<file path="config.mk">
export PLATFORM = sky130hd
export DESIGN_NAME = cm_unsort
export DESIGN_NICKNAME = d
export VERILOG_FILES = /design/src/rtl/cm_unsort.sv
export SDC_FILE = /design/constraint.sdc
export NUM_CORES = 1
export LEC_CHECK = 0
export BUFFER_PORTS_ARGS = -buffer_cell sky130_fd_sc_hd__buf_2
export CORE_MARGIN = 5
export CORE_UTILIZATION = 25
export CTS_BUF_LIST = sky130_fd_sc_hd__clkbuf_8
export DETAILED_ROUTE_END_ITERATION = 12
export GPL_ROUTABILITY_DRIVEN = 0
export HOLD_SLACK_MARGIN = 0.02
export PLACE_DENSITY = 0.53
export SKIP_LAST_GASP = 1
export SLEW_MARGIN = 25
export SYNTH_ARGS = -nofsm -noshare
export SYNTH_HDL_FRONTEND = slang
export SYNTH_SLANG_ARGS = --single-unit
</file>
<file path="constraint.sdc">
create_clock -name i_clk -period 3.85 [get_ports i_clk]
set_input_delay 0.1925 -clock i_clk [delete_from_list [all_inputs] [get_ports i_clk]]
set_output_delay 0.1925 -clock i_clk [all_outputs]
set_load 0.005 [all_outputs]
</file>
<file path="src/rtl/cm_unsort.sv">
// cm_unsort: scatters a sorted vector back to its original element order.
// Each element k of i_data goes to slot i_idx[k]. The scattered vector and a
// permutation-integrity error bit are queued in a 2-entry FIFO behind a
// valid/ready handshake. o_data/o_err always present the head entry, or the
// last-popped entry when the FIFO is empty.
module cm_unsort #(
  parameter int DCNT   = 4,
  parameter int DWIDTH = 8,
  localparam int IWIDTH = $clog2(DCNT)
) (
  input  logic                     i_clk,
  input  logic                     i_rst,
  input  logic                     i_vld,
  output logic                     o_rdy,
  input  logic [DCNT*IWIDTH-1:0]   i_idx,
  input  logic [DCNT*DWIDTH-1:0]   i_data,
  output logic                     o_vld,
  input  logic                     i_rdy,
  output logic [DCNT*DWIDTH-1:0]   o_data,
  output logic                     o_err
);

  // Element count at index width + 1, so out-of-range indices can be detected
  // when DCNT is not a power of two.
  localparam logic [IWIDTH:0] DCNT_L = (IWIDTH + 1)'(DCNT);

  typedef struct packed {
    logic                   err;
    logic [DCNT*DWIDTH-1:0] data;
  } entry_t;

  logic [DCNT*DWIDTH-1:0] scat_data;
  logic                   scat_err;
  logic [DCNT-1:0]        slot_hit;

  entry_t     mem_q [2];
  entry_t     mem_d [2];
  logic [1:0] cnt_q, cnt_d;
  logic       wr_ptr_q, wr_ptr_d;
  logic       rd_ptr_q, rd_ptr_d;
  logic       push, pop;
  logic       head_sel;

  // Scatter: walk k in ascending order so the highest colliding k wins a slot.
  // NOTE: every variable written here gets a default first; a path that leaves
  // one unassigned would infer a latch.
  always_comb begin
    scat_data = '0;
    scat_err  = 1'b0;
    slot_hit  = '0;
    for (int s = 0; s < DCNT; s++) begin
      for (int k = 0; k < DCNT; k++) begin
        if (i_idx[k*IWIDTH +: IWIDTH] == IWIDTH'(s)) begin
          if (slot_hit[s]) scat_err = 1'b1;
          slot_hit[s]                   = 1'b1;
          scat_data[s*DWIDTH +: DWIDTH] = i_data[k*DWIDTH +: DWIDTH];
        end
      end
      if (!slot_hit[s]) scat_err = 1'b1;
    end
    // Out-of-range indices never match a slot above, so their data is dropped.
    for (int k = 0; k < DCNT; k++) begin
      if ({1'b0, i_idx[k*IWIDTH +: IWIDTH]} >= DCNT_L) scat_err = 1'b1;
    end
  end

  assign o_rdy = (cnt_q != 2'd2) && !i_rst;
  assign o_vld = (cnt_q != 2'd0);
  assign push  = i_vld && o_rdy;
  assign pop   = o_vld && i_rdy;

  // When empty, the write pointer equals the read pointer, so the other entry
  // still holds the most recently popped vector.
  assign head_sel = (cnt_q == 2'd0) ? ~rd_ptr_q : rd_ptr_q;
  assign o_data   = mem_q[head_sel].data;
  assign o_err    = mem_q[head_sel].err;

  // FIFO next-state: occupancy, pointers and the entry written on push.
  always_comb begin
    cnt_d    = cnt_q;
    wr_ptr_d = wr_ptr_q ^ push;
    rd_ptr_d = rd_ptr_q ^ pop;
    mem_d    = mem_q;
    if (push && !pop)      cnt_d = cnt_q + 2'd1;
    else if (pop && !push) cnt_d = cnt_q - 2'd1;
    if (push) begin
      mem_d[wr_ptr_q].data = scat_data;
      mem_d[wr_ptr_q].err  = scat_err;
    end
  end

  // FIFO state registers with synchronous reset.
  // NOTE: state is updated with non-blocking assignments so every flop samples
  // the pre-edge values; the entry storage is reset too, since o_data must read
  // zero after reset.
  always_ff @(posedge i_clk) begin
    if (i_rst) begin
      cnt_q    <= 2'd0;
      wr_ptr_q <= 1'b0;
      rd_ptr_q <= 1'b0;
      mem_q[0] <= '0;
      mem_q[1] <= '0;
    end else begin
      cnt_q    <= cnt_d;
      wr_ptr_q <= wr_ptr_d;
      rd_ptr_q <= rd_ptr_d;
      mem_q[0] <= mem_d[0];
      mem_q[1] <= mem_d[1];
    end
  end

endmodule

</file>
==> summary.md <==
| Metric | Value |
|---|---|
| Via/cell ratio | `5.15` |
| Drt initial violations | `363` |
| Bufs on Longest Clock Path | `2` |
| First-pass GRT wire length | `20300 um` |
| CP Capture Type | `primary output` |
| Wire length per cell | `17.3 um` |
| Final setup violation count | `0` |
| TritonRoute pass-1 iters | `5` |
| Post-layout net count | `575` |
| Synth Instances | `471` |
| Hpwl dp | `9470 um` |
| Tmin final | `2370 ps` |
| Synthesis-stage register bit count | `70` |
| Routed vias | `3829` |
| H-Tree Depth | `3` |
| Sequential fraction of the synthesis area | `35.9%` |
| I/O pin total | `79` |
| Post-synthesis xor/xnor area fraction | `1.12%` |
| Leakage | `1.79 nW` |
| Synth area leaders | `dfxtp_1 36%, mux2_2 9.5%, a211oi_1 9.2%` |
| Global Route Usage Sum | `14.1%` |
| Worst reg2reg setup slack | `1650 ps` |
| Worst-skew pair later-pin latency | `350 ps` |
| Post-CTS setup repair buffer count | `0` |
| CP max FO | `33` |
| WS Path Type | `reg2out` |
| ANT nets after route | `0` |
| Synth Area in Adders | `0.962%` |
| Setup crit start kind | `flop` |
| Post-CTS Hold Fix Bufs | `0` |
| Slew margin rel. | `51.3%` |
| FF-to-FF Start | `cnt_q[0]` |
| CP arrival | `2170 ps` |
| Number of global-route vias before repair | `3597` |
| Post-Route Utilization | `30.6%` |
| Top-area cell type share of the netlist area | `35.9%` |
| Largest stage delay on the critical path | `430 ps` |
| Commonest non-fill, non-tap cell in the layout | `nor2_1` |
| Clk_skew | `7.59 ps` |
| Status | `completed` |
| Share of cells above drive strength 1 | `26.8%` |
| Combinational family with the most area after synthesis | `compound AO/OA/AOI/OAI gates` |
| Worst Hold Class | `in2reg` |
| Core Region | `0.0153 mm2` |
| Starting Density | `25.6%` |
| Hold Path Depth | `4` |
| PortBufs | `78` |
| Final Cycle Share | `61.5%` |
| RSZ-0062 raised after global routing | `false` |
| Synth Warn # | `0` |
| Max Cap Viol | `0` |
| PwrDens | `530 mW/mm2` |
| CP max stage cell | `buf_4` |
| Reg2Reg Depth | `7` |
| Gates resized, CTS repair | `0` |
| Worst vdd rail ir drop | `379 uV` |
| Synth Area in Compound Gates | `27.4%` |
| Req. time, crit path | `3660 ps` |
| WL final | `12900 um` |
| Largest net degree at the start of global routing | `73` |
| Clk sinks | `70` |
| Post-Synth Simple-Gate Area | `18.3%` |
| Hold EP | `rd_ptr_q` |
| Die area | `0.0182 mm2` |
| Commonest non-fill, non-tap cells in the layout | `81 x nor2_1, 78 x buf_2, 70 x dfxtp_1` |
| Die Span X | `135 um` |
| Total power | `2.47 mW` |
| Max Fclk | `0.423 GHz` |
| Worst Max-Slew Pin Slew | `731 ps` |
| Synth area leader | `dfxtp_1` |
| # DRC | `0` |
| Proportion of synthesized area in mux cells | `11.6%` |
| Final hold viol count | `0` |
| N_diodes | `0` |
| Setup TNS | `0 ps` |
| Reg2reg end | `mem_q[65]` |
| Initial antenna violation count | `0` |
| Fill cells | `1656` |
| Synthesized net count | `518` |
| CTS buffer count | `9` |
| Netlist cell types | `38` |
| Grt ovf | `0` |
| Avg Cell Area, Syn | `8.28 um2` |
| Min-delay src | `i_rdy` |
| CTS tree | `done` |
| Mapped cell area | `0.00390 mm2` |
| Syn-to-layout area delta | `19.6%` |
| Pins over their slew limit | `0` |
| Rows | `45` |
| Cell Chain, Critical Path | `or2_2 -> xor2_2 -> buf_4 -> mux2_2 -> buf_2` |
| Overall die height | `135 um` |
| CTS root buf | `clkbuf_8` |
| Clock transition at path regs | `70 ps` |
worst max-delay path, delay by kind of cell, from the launching register on:
family        cells  cell delay (ps)
xor+xnor          1              120
buf+inv           2              570
flops             1              350
mux               1              430
simple gates      1              350
metrics by stage:
step           cells  area [um2]  hold slack [ps]  setup WS, ps
2_1_floorplan    471        3900              425          1890
3_3_place_gp     728        4440              465          1720
3_5_place_dp     728        4440              471          1620
4_1_cts          744        4660              197          1440
5_1_grt          744        4660              261          1370
6_report         744        4660              206          1480
kinds of logic (layout without fill, tap and decap cells):
kind of cell | count (synthesis) | after routing
flops | 70 | 70
simple gates | 152 | 152
compound gates | 157 | 157
fa+ha+maj | 3 | 3
buf+inv | 43 | 105
xor+xnor | 5 | 5
mux | 41 | 41
metal layers:
layer	GRT usage, %	wire length (um)
met5	0	0
met4	4.52	242
met3	2.76	1000
met2	20.6	5460
met1	20.6	6190
area by class of cell:
class	instances	area, um2	share of cell area, %
multi-input combinational	358	2320	49.8
inverter	5	18.8	0.402
sequential	70	1400	30.0
timing repair buffer	84	435	9.33
clock inverter	6	86.3	1.85
clock buffer	10	138	2.95
tap	211	264	5.66
registers in the layout, indices dropped and copies added (netlist names):
name / count
cnt_q: 2
mem_q: 66
rd_ptr_q: 1
wr_ptr_q: 1
power by group:
part,internal (mW),leakage [nW],switching [mW]
Clock,0.381,0.118,0.278
Combinational,0.416,1.10,0.541
Sequential,0.808,0.570,0.0464
synthesized netlist by cell type (all sizes together):
master    n
and2      2
inv       4
o311ai    1
or2       1
a221oi   25
or3       1
o211ai    9
o21ai    20
a311oi    1
a211oi   48
a21oi    30
o31ai     3
o2111ai   1
buf      13
clkbuf   25
nor2     84
nor3     20
xnor2     1
xor2      4
nor3b     1
nand2b   21
mux2     33
ha        3
clkinv    1
a22oi     2
o22ai    17
nand2    17
dfxtp    70
nor2b     3
or3b      2
mux2i     8
worst max-delay path by stage:
stage / start / end / cells after the start
finish: cnt_q[0] / o_data[13] / 5
global route: cnt_q[0] / mem_q[32] / 7
CTS: cnt_q[0] / o_data[13] / 5
detailed placement: cnt_q[0] / mem_q[65] / 7
global placement: cnt_q[0] / mem_q[65] / 7
floorplan: i_rst / mem_q[32] / 8
No activity file was read; power rests on OpenSTA's default activity.
